===== src/rtl/mips_pkg.sv =====
// mips_pkg: shared register-file widths and the writeback request record
package mips_pkg;
    localparam int REG_W  = 5;
    localparam int DATA_W = 32;
    typedef struct packed {
        logic              live;
        logic [REG_W-1:0]  rd;
        logic [DATA_W-1:0] data;
    } wb_req_t;
endpackage


===== src/rtl/wb_queue.sv =====
// wb_queue: circular buffer of long-latency results with cancel-by-rd and a
// pending-destination mask; entries are dead unless they hold a live result
module wb_queue import mips_pkg::*; #(
    parameter int DEPTH = 2
) (
    input  logic               clk,
    input  logic               Reset,
    input  logic               enq_i,
    input  wb_req_t            enq_req_i,
    input  logic               deq_i,
    input  logic               cancel_i,
    input  logic [REG_W-1:0]   cancel_rd_i,
    output wb_req_t            head_o,
    output logic               full_o,
    output logic               empty_o,
    output logic               last_o,
    output logic [2**REG_W-1:0] pend_mask_o
);
    localparam int PW = DEPTH > 1 ? $clog2(DEPTH) : 1;
    localparam int CW = $clog2(DEPTH + 1);
    wb_req_t        ent_q [DEPTH];
    logic [PW-1:0]  head_q, tail_q;
    logic [CW-1:0]  count_q;
    function automatic logic [PW-1:0] nxt(input logic [PW-1:0] p);
        return (p == PW'(DEPTH - 1)) ? '0 : p + 1'b1;
    endfunction
    always_ff @(posedge clk or negedge Reset) begin
        if (!Reset) begin
            head_q  <= '0;
            tail_q  <= '0;
            count_q <= '0;
            for (int i = 0; i < DEPTH; i++) ent_q[i] <= '0;
        end else begin
            for (int i = 0; i < DEPTH; i++)
                if (cancel_i && ent_q[i].rd == cancel_rd_i) ent_q[i].live <= 1'b0;
            if (deq_i) begin
                ent_q[head_q].live <= 1'b0;
                head_q             <= nxt(head_q);
            end
            if (enq_i) begin
                ent_q[tail_q] <= enq_req_i;
                tail_q        <= nxt(tail_q);
            end
            count_q <= count_q + CW'(enq_i) - CW'(deq_i);
        end
    end
    assign head_o  = ent_q[head_q];
    assign full_o  = count_q == CW'(DEPTH);
    assign empty_o = count_q == '0;
    assign last_o  = count_q == CW'(1);
    always_comb begin
        pend_mask_o = '0;
        for (int i = 0; i < DEPTH; i++)
            if (ent_q[i].live) pend_mask_o[ent_q[i].rd] = 1'b1;
        pend_mask_o[0] = 1'b0;
    end
endmodule


===== src/rtl/writeback_arbiter.sv =====
// writeback_arbiter: shares the register-file write port between the in-order
// pipeline (priority) and a queued long-latency unit, preserving WAW order
module writeback_arbiter #(
    parameter int DEPTH  = 2,
    parameter int DATA_W = mips_pkg::DATA_W,
    parameter int REG_W  = mips_pkg::REG_W
) (
    input  logic                clk,
    input  logic                Reset,
    input  logic                pipe_valid,
    input  logic                pipe_wen,
    input  logic [REG_W-1:0]    pipe_rd,
    input  logic [DATA_W-1:0]   pipe_data,
    output logic                stall_o,
    input  logic                llu_valid,
    output logic                llu_ready,
    input  logic [REG_W-1:0]    llu_rd,
    input  logic [DATA_W-1:0]   llu_data,
    output logic                rf_we,
    output logic [REG_W-1:0]    rf_wreg,
    output logic [DATA_W-1:0]   rf_wdata,
    output logic [2**REG_W-1:0] pend_mask
);
    mips_pkg::wb_req_t head, enq_req;
    logic full, empty, last;
    logic pipe_wr, preq, accept, drop, deq, head_wr, bypass, enq;
    logic rf_we_d;
    logic [REG_W-1:0]  rf_wreg_d;
    logic [DATA_W-1:0] rf_wdata_d;
    assign pipe_wr   = pipe_valid & pipe_wen & (pipe_rd != '0);
    assign stall_o   = full & pipe_wr;
    assign preq      = pipe_wr & !full;
    assign llu_ready = !full;
    assign accept    = llu_valid & !full;
    // rd 0 results and results overwritten by the younger pipe write are discarded
    assign drop      = (llu_rd == '0) | (preq & (llu_rd == pipe_rd));
    assign deq       = stall_o | (!preq & !empty);
    assign head_wr   = deq & head.live;
    // a dead sole entry frees the slot, so the incoming result is oldest and may bypass
    assign bypass    = accept & !drop & !preq & (empty | (last & deq & !head.live));
    assign enq       = accept & !drop & !bypass;
    assign enq_req   = '{live: 1'b1, rd: llu_rd, data: llu_data};
    assign rf_we_d    = preq | head_wr | bypass;
    assign rf_wreg_d  = preq ? pipe_rd : head_wr ? head.rd : llu_rd;
    assign rf_wdata_d = preq ? pipe_data : head_wr ? head.data : llu_data;
    wb_queue #(.DEPTH(DEPTH)) u_queue (
        .clk         (clk),
        .Reset       (Reset),
        .enq_i       (enq),
        .enq_req_i   (enq_req),
        .deq_i       (deq),
        .cancel_i    (preq),
        .cancel_rd_i (pipe_rd),
        .head_o      (head),
        .full_o      (full),
        .empty_o     (empty),
        .last_o      (last),
        .pend_mask_o (pend_mask)
    );
    always_ff @(posedge clk or negedge Reset) begin
        if (!Reset) begin
            rf_we    <= 1'b0;
            rf_wreg  <= '0;
            rf_wdata <= '0;
        end else begin
            rf_we <= rf_we_d;
            if (rf_we_d) begin
                rf_wreg  <= rf_wreg_d;
                rf_wdata <= rf_wdata_d;
            end
        end
    end
endmodule


===== config.mk =====
export PLATFORM = sky130hd
export DESIGN_NAME = writeback_arbiter
export DESIGN_NICKNAME = d
export VERILOG_FILES = /design/src/rtl/mips_pkg.sv /design/src/rtl/wb_queue.sv /design/src/rtl/writeback_arbiter.sv
export SDC_FILE = /design/constraint.sdc
export NUM_CORES = 1
export LEC_CHECK = 0
export ABC_AREA = 1
export BUFFER_PORTS_ARGS = -buffer_cell sky130_fd_sc_hd__clkbuf_2
export CAP_MARGIN = 15
export CELL_PAD_IN_SITES_DETAIL_PLACEMENT = 1
export CELL_PAD_IN_SITES_GLOBAL_PLACEMENT = 1
export CORE_AREA = 3 3 157 159
export CTS_CLUSTER_DIAMETER = 60
export DETAILED_ROUTE_END_ITERATION = 6
export DIE_AREA = 0 0 160 162
export GPL_ROUTABILITY_DRIVEN = 0
export PLACE_DENSITY_LB_ADDON = 0.1
export RECOVER_POWER = 25
export SLEW_MARGIN = 20
export SYNTH_ARGS = -nofsm -noshare
export SYNTH_HDL_FRONTEND = slang
export SYNTH_SLANG_ARGS = --single-unit

===== constraint.sdc =====
create_clock -name clk -period 2.83 [get_ports clk]
set_clock_uncertainty 0.2 [all_clocks]
set_input_delay 0.283 -clock clk [delete_from_list [all_inputs] [get_ports clk]]
set_output_delay 0.283 -clock clk [all_outputs]
set_load 0.005 [all_outputs]

-- Word level (Yosys, flattened, before mapping)
Index checks and enable logic that the tools add are counted.
Widths: inputs -> output; s select.
- add/sub/neg operators: 4
- multiply operators: 0
- div/mod/pow operators: 0
- $lt $le $gt $ge: 8
- equal/unequal tests: 5
- shifts and indexed selects: 0
- multiplexer cells: 25
- bitwise operators: 22
- reduce and logical (&&, ||, !) cells: 15
- operators with widths (kind ; number):
    $mux 38 ; 5
    $bwmux 76 ; 2
    $mux 76 ; 2
    $mux 32 ; 4
    $demux 38 s1 ; 2
    $or 32x32->32 ; 1
    $eq 5x5->1 ; 3
    $and 1x1->1 ; 14
    $lt 5x6->1 const B ; 2
    $demux 1 s5 ; 2
    $ge 5x1->1 const B ; 2
    $mux 5 ; 2
    $logic_and 1x1->1 ; 6
    $logic_not 1->1 ; 6
    $mux 1 ; 6
    $logic_not 5->1 ; 1
    $or 1x1->1 ; 5
    $reduce_bool 5->1 ; 1
    $ge 2x2->1 const B ; 2
    $lt 2x1->1 const B ; 2
    $not 1->2 ; 2
    $add 1x1->1 const B ; 2
    $add 2x1->2 ; 1
    $eq 2x1->1 const B ; 1
    other kinds (3) ; 3
- bits in registers: 118
- latch bits: 0
- memory bits (writable): 0
- ROM bits: 0
- bits of input ports: 79
- output and inout port bits: 72
- word-level logic and storage cells: 91
- memories: 0

-- Logic depth before layout (Yosys ltp)
Gate-level depths: netlist of run 1.
- depth in word-level cells: 14
- mapped depth: 12
- mapped depth without buffers: 10

-- Cells and area by module
Synthesis of run 1 repeated with hierarchy kept, for this count alone.
- cells, all modules: 966
- area total of the unflattened synthesis: 6851.6 um^2
- modules (own cells, without submodules) (module ; instances ; cells an instance ; area an instance (um^2) ; seq. area each (um^2)):
    wb_queue ; 1 ; 563 ; 4164.0 ; 2001.9
    writeback_arbiter ; 1 ; 403 ; 2687.6 ; 950.9

-- Worst setup path after synthesis of run 1
Ideal clock, no wire load.
- kind: flip-flop to flip-flop
- start point: register u_queue.head_q
- end point: register u_queue.ent_q[46] in the netlist's numbering
- setup time: 134 ps
- arrival time: 1401 ps
- required time: 2496 ps
- path slack: 1095 ps
- stages on the path, launching flop included: 10
- path buffers: 3
- clock period less this slack: 1735 ps
- cells stage by stage: dfrtp_1 > buf_2 > o21ai_2 > nand2_1 > nand3b_1 > nand4_2 > buf_6 > buf_6 > nand2_1 > o21ai_0
- longest elaborated chain between the ends: 11
- elaborated cells on any way between the ends: 15
- those cells by class: mux: 8; bitwise: 5; reduce/logical: 2
- ends and longest elaborated chain (element ; line ; RTL):
    start, declared ; wb_queue.sv:22 ; logic [PW-1:0] head_q, tail_q;
    start signal, assigned ; wb_queue.sv:38 ; head_q <= nxt(head_q);
    $not 1->2 (implied by the code) (*) ; wb_queue.sv:37, wb_queue.sv:47 ;
    $mux 38 (implied by the code) (3 in a row) ; wb_queue.sv:47 ; assign head_o = ent_q[head_q];
    $logic_not 1->1 ; writeback_arbiter.sv:40 ; assign bypass = accept & !drop & !preq & (empty | (last & deq & !head.live));
    $and 1x1->1 ; writeback_arbiter.sv:40 ;
    $or 1x1->1 ; writeback_arbiter.sv:40 ;
    $and 1x1->1 ; writeback_arbiter.sv:40 ;
    $logic_not 1->1 ; writeback_arbiter.sv:41 ; assign enq = accept & !drop & !bypass;
    $and 1x1->1 ; writeback_arbiter.sv:41 ;
    $mux 76 (*) ; wb_queue.sv:40 ; if (enq_i) begin
    end signal, assigned by index ; wb_queue.sv:41 ; ent_q[tail_q] <= enq_req_i;
    end, declared ; wb_queue.sv:21 ; wb_req_t ent_q [DEPTH];
Mark *: on every way between the ends. The rest lies on a longest branch, timed or not. The select of a mux whose other input is x is not followed.
A chain may end at the register's enable or synchronous reset.

-- Worst setup path after layout of run 1
- start point: register u_queue.ent_q[74] in the netlist's numbering
- end point: output pend_mask[24]
- longest elaborated chain between the ends: 7
- elaborated cells on any way between the ends: 8
- those cells by class: order compare: 2; mux: 4; bitwise: 1; reduce/logical: 1
- ends and longest elaborated chain (element ; line ; RTL):
    $lt 5x6->1 (implied by the code) / $ge 5x1->1 (equally long branches) ; wb_queue.sv:54 ; if (ent_q[i].live) pend_mask_o[ent_q[i].rd] = 1'b1;
    $logic_and 1x1->1 (implied by the code) ; wb_queue.sv:54 ;
    $mux 1 (implied by the code) ; wb_queue.sv:54 ;
    $demux 1 s5 (*) ; n/a ;
    $mux 32 (*) ; wb_queue.sv:54 ;
    $or 32x32->32 (no source line) ; n/a ;
    $mux 32 (*) ; wb_queue.sv:54 ;
    end, declared ; writeback_arbiter.sv:22 ; output logic [2**REG_W-1:0] pend_mask
Mark *: on every way between the ends. The rest lies on a longest branch, timed or not.

==> results.txt, run 1 <==
Status: finished clean
Setup violators final: 0
Initial detailed-routing violation count: 283
Final ANT Viol Nets: 0
Skew-Pair Late Insertion Delay: 0.43 ns
Largest net degree at the start of global routing: 68
Finished Cell Area: 9176 um2
Crit-path max cell delay: 0.49 ns
Diode count: 0
#FFs+latches synth: 118
Worst R2R End: rf_wdata[17]
Tot Pwr: 9.507 mW
Worst r2r src: u_queue.head_q
Psw: 4.120 mW
Post-synth EDFFs: 0
# nets final: 1182
CP Max Fanout: 7
Syn Nets: 998
Synth async-reset ratio: 100.0%
Synthesized instance count: 918
Clk root buf: clkbuf_16
Final wirelength: 24140 um
Avg Cell Area, Syn: 7.609 um2
Gr usage total: 19.12%
Tcrit/Tclk final: 84.32%
Buf/Inv on CP: 2
Worst-margin pin slew: 1.215 ns
Main synth FF type: dfrtp_1
Htree depth: 4
Worst Setup Start Kind: register
Die ar.: 25920 um2
Ports: 151
Fin. max-slew vios: 0
Core footprint: 23400 um2
CP Launch Point: u_queue.ent_q[74]
Via count: 6843
Crit path max-delay cell type: dfrtp_1
First-pass GRT wire length: 39520 um
Peak Freq: 419.1 MHz
Type of the worst min-delay path: in2reg
Residual DRC: 0
Pleak: 4.618 nW
Int Pwr: 5.387 mW
Max rail drop VDD: 445.5 uV
Drt via density: 4.772
Synth cell types: 34
Sequential power share: 32.5%
CP endpoint kind: output port
Stages on worst setup path: 5
Flop2flop setup slack: 0.50 ns
CTS tree: yes
Slew margin rel.: 18.98%
Sequential area share after synthesis: 42.27%
Clock Path Buffers: 2
Layout cells sized above 1: 24.84%
Die width: 160 um
Number of global-route vias before repair: 7096
Clock sink total: 118
Synth warn: 0
PD cells: 1036 nW/um2
Hpwl dp: 16060 um
Dpl cell area: 7959 um2
Top delay family on crit path: simple AND/OR/NAND/NOR gates
WP data required: 2.35 ns
Grt ovf: 0
CTS Buf Count: 17
Wire per inst: 16.84 um
R2R depth: 9
Rows: 56
Max-cap violations: 0
CTS resizes: 0
Clock-pin slew of the registers on the worst-case setup and hold paths: 0.06 ns
Critical path endpoint: pend_mask[24]
1st-pass router iterations: 4
Clock power frac: 24.0%
Setup TNS: 0 ns
Die Y: 162 um
Crit path arrival time: 1.90 ns
Combinational power share: 43.5%
Port buffer count: 149
Final Hold Fails: 0
Minimum clock period: 2.386 ns
Initial core utilization: 29.85%
RSZ-0062 raised after global routing: no
Critical-path cell list: inv_1 > nor3_1 > nand2_1 > o21ai_0 > clkbuf_2
Crit Path Category: reg2out
Syn-to-layout area delta: 31.36%
Sw Share: 43.33%
Post-Syn Area: 6985 um2
Antenna violations before repair: 0
[synth_stat cells (2+ instances only)]
master,count,area (um2)
clkbuf_2,2,10.01
or2_1,17,106.4
buf_1,2,7.510
buf_6,12,135.1
buf_2,24,120.1
inv_1,57,214.0
nand4_1,42,262.8
clkbuf_1,17,63.81
nand2_1,313,1175
dfrtp_1,118,2953
xnor2_1,9,78.83
o21ai_1,25,125.1
buf_12,2,40.04
buf_4,8,60.06
inv_2,3,11.26
nand4_2,2,25.02
nand3_1,107,535.5
or2_2,12,75.07
nand3_2,22,220.2
nor3_1,12,60.06
nand2_2,4,25.02
o21ai_0,55,275.3
nor2_1,8,30.03
o21ai_2,31,271.5
o211ai_1,2,15.01
or2_0,4,25.02
[cell families (layout without fill, tap and decap cells)]
group | after synthesis | after routing | synth area share, %
other | 1 | 1 | 0.05368
DFF | 118 | 118 | 42.27
and+or+nand+nor | 546 | 546 | 36.81
AOI/OAI and AO/OA | 114 | 114 | 9.905
adders and majority gates | 1 | 1 | 0.1791
xor gates and xnor gates | 10 | 10 | 1.254
buffers and inverters | 128 | 325 | 9.529
[placed cells by master (no fill, tap or decap), drive strengths merged]
cell,netlist,layout
or2,33,33
a21oi,1,1
dfrtp,118,118
inv,60,63
buf,48,20
nor3,12,12
clkinvlp,0,4
nand3b,1,1
nand2,317,317
nor2,9,9
clkinv,1,4
xnor2,9,9
dlygate4sd3,0,62
clkbuf,19,169
xor2,1,1
ha,1,1
bufinv,0,3
o211ai,2,2
o21ai,111,111
conb,1,1
nand3,130,130
nand4,44,44
[power groups by stage]
stage	sequential, mW	clock, mW	combinational (mW)
2_1_floorplan	2.90	0	2.95
3_3_place_gp	3.10	0	4.07
3_5_place_dp	3.11	0	4.14
4_1_cts	3.09	2.36	4.22
5_1_grt	3.20	2.44	4.70
6_report	3.09	2.28	4.13
[worst min-delay path by stage]
stage | slack, ns | end | start | cells past startpoint
floorplan | -0.21 | rf_wdata[0] | Reset | 0
global placement | 0.15 | u_queue.ent_q[72] | Reset | 1
detailed placement | 0.16 | u_queue.ent_q[72] | Reset | 1
CTS | 0.001 | rf_wdata[23] | pipe_data[23] | 4
global route | 0.02 | rf_wdata[21] | pipe_data[21] | 4
finish | 0.009 | rf_wdata[21] | pipe_data[21] | 4
[metrics by stage]
step | utilization, % | hold slack, ns | worst slack [ns] | instances
floorplan | - | -0.2126 | 1.095 | 918
global placement | 34.01 | 0.1450 | 0.4534 | 1340
detailed placement | 34.01 | 0.1569 | 0.4559 | 1340
CTS | 39.29 | 0.001187 | 0.4211 | 1434
global route | 39.21 | 0.01555 | 0.1321 | 1434
finish | 39.21 | 0.008884 | 0.4437 | 1434
[worst min-delay path, cell delays in order]
cell	delay, ns
clkbuf_2	0.08
or2_1	0.09
nand3_1	0.07
nand2_1	0.06
[layer usage]
layer / routed length, um / track usage [%]
met1: 11340 / 25.10
met2: 11660 / 32.31
met3: 901 / 3.775
met4: 243 / 5.128
met5: 0 / 0
[final cells by class]
| type | instances | area [um2] |
|---|---|---|
| tap | 319 | 399.1 |
| clock buffer | 19 | 442.9 |
| clock inverter | 13 | 172.7 |
| inverter | 61 | 229.0 |
| timing repair buffer | 232 | 1583 |
| fill | 2930 | 14230 |
| multi-input combinational | 672 | 3397 |
| sequential | 118 | 2953 |
[state kept, by name, summed over array words and instances, names as in the netlist]
name and cells:
u_queue.count_q 2, u_queue.head_q 1, u_queue.ent_q 76, rf_we 1, rf_wreg 5, u_queue.tail_q 1, rf_wdata 32
[timing repair]
item	CTS	global route
endpoints found under the hold margin	135	0
setup buffers	0	0
hold buffers	62	0
(Power assumes the default switching activity.)
==> run 2, diff against run 1 <==
==> constraint.sdc (replaced) <==
create_clock -name clk -period 2 [get_ports clk]
set_clock_uncertainty 0.2 [all_clocks]
set_input_delay 0.2 -clock clk [delete_from_list [all_inputs] [get_ports clk]]
set_output_delay 0.2 -clock clk [all_outputs]
set_load 0.005 [all_outputs]
==> results.txt, run 2 (same netlist as run 1, synthesis figures left out) <==
Minimum clock period: 2.043 ns
Max-cap violations: 0 (unchanged)
Clock-pin slew of the registers on the worst-case setup and hold paths: 0.06 ns (about the same)
Diode count: 0 (unchanged)
Clk root buf: clkbuf_16
R2R depth: 10 (+1)
Most common cell after layout, fill and taps aside: nand2_1
CP Launch Point: u_queue.ent_q[74]
Rows: 56 (unchanged)
Final Hold Fails: 0 (unchanged)
Die Y: 162 um (unchanged)
Layout cells sized above 1: 31.61% (+6.8 points)
Setup TNS: -0.1934 ns (-0.1934 ns)
Largest Register: u_queue.ent_q
Setup violators final: 10 (+10)
Peak Freq: 489.5 MHz
Via count: 7124 (+4.1%)
Fin. max-slew vios: 0 (unchanged)
Drt via density: 4.753 (-0.41%)
Residual DRC: 0 (unchanged)
Critical path endpoint: pend_mask[22]
WP data required: 1.60 ns (-0.75 ns)
PD cells: 1474 nW/um2 (+42%)
Finished Cell Area: 10170 um2 (+11%)
Final worst slack: -0.04284 ns (-0.4866 ns)
Max rail drop VDD: 669.6 uV (+50%)
Pre-CTS setup slack: 0.08319 ns (-0.3727 ns)
Gr usage total: 19.47% (+0.35 points)
Pleak: 5.078 nW (+10%)
1st-pass router iterations: 4 (unchanged)
Wire per inst: 16.94 um (+0.62%)
Worst Setup Start Kind: register
Flop2flop setup slack: 0.04 ns (-0.46 ns)
Worst hold margin: 0.04619 ns (+0.03730 ns)
# nets final: 1247 (+5.5%)
CP Max Fanout: 5 (-2)
Die width: 160 um (unchanged)
Largest regs: u_queue.ent_q (76), rf_wdata (32), rf_wreg (5)
Port buffer count: 149 (unchanged)
Tcrit/Tclk final: 102.1%
Worst R2R End: u_queue.ent_q[52]
Hpwl dp: 16930 um (+5.4%)
Status: complete, but fails checks
Crit Path Category: reg2out
Type of the worst min-delay path: in2reg
Number of global-route vias before repair: 7555 (+6.5%)
Final ANT Viol Nets: 0 (unchanged)
Die ar.: 25920 um2 (unchanged)
Dpl cell area: 8324 um2 (+4.6%)
Clock sink total: 118 (unchanged)
Worst-margin pin slew: 1.062 ns (-0.1529 ns)
Ports: 151 (unchanged)
Antenna violations before repair: 0 (unchanged)
Fillers: 2907 (-0.78%)
CP endpoint kind: output port
CTS Buf Count: 17 (unchanged)
Initial core utilization: 29.85% (unchanged)
Worst r2r src: u_queue.ent_q[75]
CTS tree: yes
Commonest non-fill, non-tap cells in the layout: nand2_1, clkbuf_2, dfrtp_1
Crit path arrival time: 1.64 ns (-0.26 ns)
Core footprint: 23400 um2 (unchanged)
Skew-Pair Late Insertion Delay: 0.42 ns (about the same)
Final wirelength: 25400 um (+5.2%)
Clock Path Buffers: 2 (unchanged)
Largest net degree at the start of global routing: 71 (+4.4%)
Number of flip-flops in the largest register: 76 (unchanged)
Initial detailed-routing violation count: 344 (+22%)
First-pass GRT wire length: 40650 um (+2.9%)
Syn-to-layout area delta: 45.57%
Slew margin rel.: 29.17% (+10 points)
Grt ovf: 0 (unchanged)
Htree depth: 4 (unchanged)
RSZ-0062 raised after global routing: yes
Failing checks: setup timing
[run 2: cell count changes in the layout (fill, tap and decap cells not counted), sizes merged]
cell	previous run	this run
bufinv	3	4
buf	20	96
clkbuf	169	149
inv	63	58
clkinvlp	4	8
dlygate4sd3	62	71
[run 2: worst min path at each step]
stage | end | depth (start not counted) | startpoint
3_5_place_dp | u_queue.ent_q[35] | 1 | Reset
4_1_cts | rf_wreg[4] | 5 | pipe_rd[4]
5_1_grt | rf_wreg[4] | 5 | pipe_rd[4]
2_1_floorplan | rf_wdata[0] | 0 | Reset
6_report | rf_wreg[4] | 5 | pipe_rd[4]
3_3_place_gp | u_queue.ent_q[35] | 1 | Reset
[run 2: where the power goes]
part / internal, mW / total (mW) / switching [mW]
Combinational: 3.07 / 7.38 / 4.32
Clock: 2.08 / 3.24 / 1.16
Sequential: 3.55 / 4.36 / 0.810
[run 2: repair_timing]
| item | 4_1_cts | 5_1_grt |
|---|---|---|
| pin swaps | 8 | 20 |
| setup endpoints to repair | 31 | 117 |
| endpoints found under the hold margin | 225 | 0 |
| gates cloned | 0 | 4 |
| hold buffers | 71 | 0 |
| setup buffers | 11 | 9 |
| gates resized for setup | 53 | 61 |
[run 2: worst max-delay path, stage by stage, from the launching register on]
cell and delay, ns:
dfrtp_2 0.39, clkinvlp_4 0.18, buf_6 0.16, nor3_4 0.17
nand2_1 0.09, o21ai_1 0.09, buf_2 0.14
[run 2: metrics by stage]
stage | util (%) | total power [mW] | std cells
after floorplan | - | 8.276 | 918
after global placement | 35.57 | 10.74 | 1372
after detailed placement | 35.57 | 10.84 | 1372
after CTS | 42.31 | 14.73 | 1486
after global routing | 43.45 | 16.20 | 1499
final | 43.45 | 14.98 | 1499
[run 2: metal layers]
metal  part of all wire, %  routed length, um  global-route usage, %  vias to the layer above
li1                      -                  -                      -                     3520
met1                    46              11700                  25.48                     3449
met2                    49              12490                  33.28                      139
met3                   3.8                961                  4.055                       16
met4                  0.95                240                  4.339                        0
met5                     0                  0                      0                        -
[run 2: area by class of cell]
cell class	count	area (um2)	share of cell area (%)
Clock buffer	19	432.9	4.257
Clock inverter	13	178.9	1.760
Inverter	61	244.0	2.399
Multi-Input combinational cell	672	3578	35.19
Sequential cell	118	2965	29.16
Tap cell	319	399.1	3.925
Timing Repair Buffer	297	2370	23.31
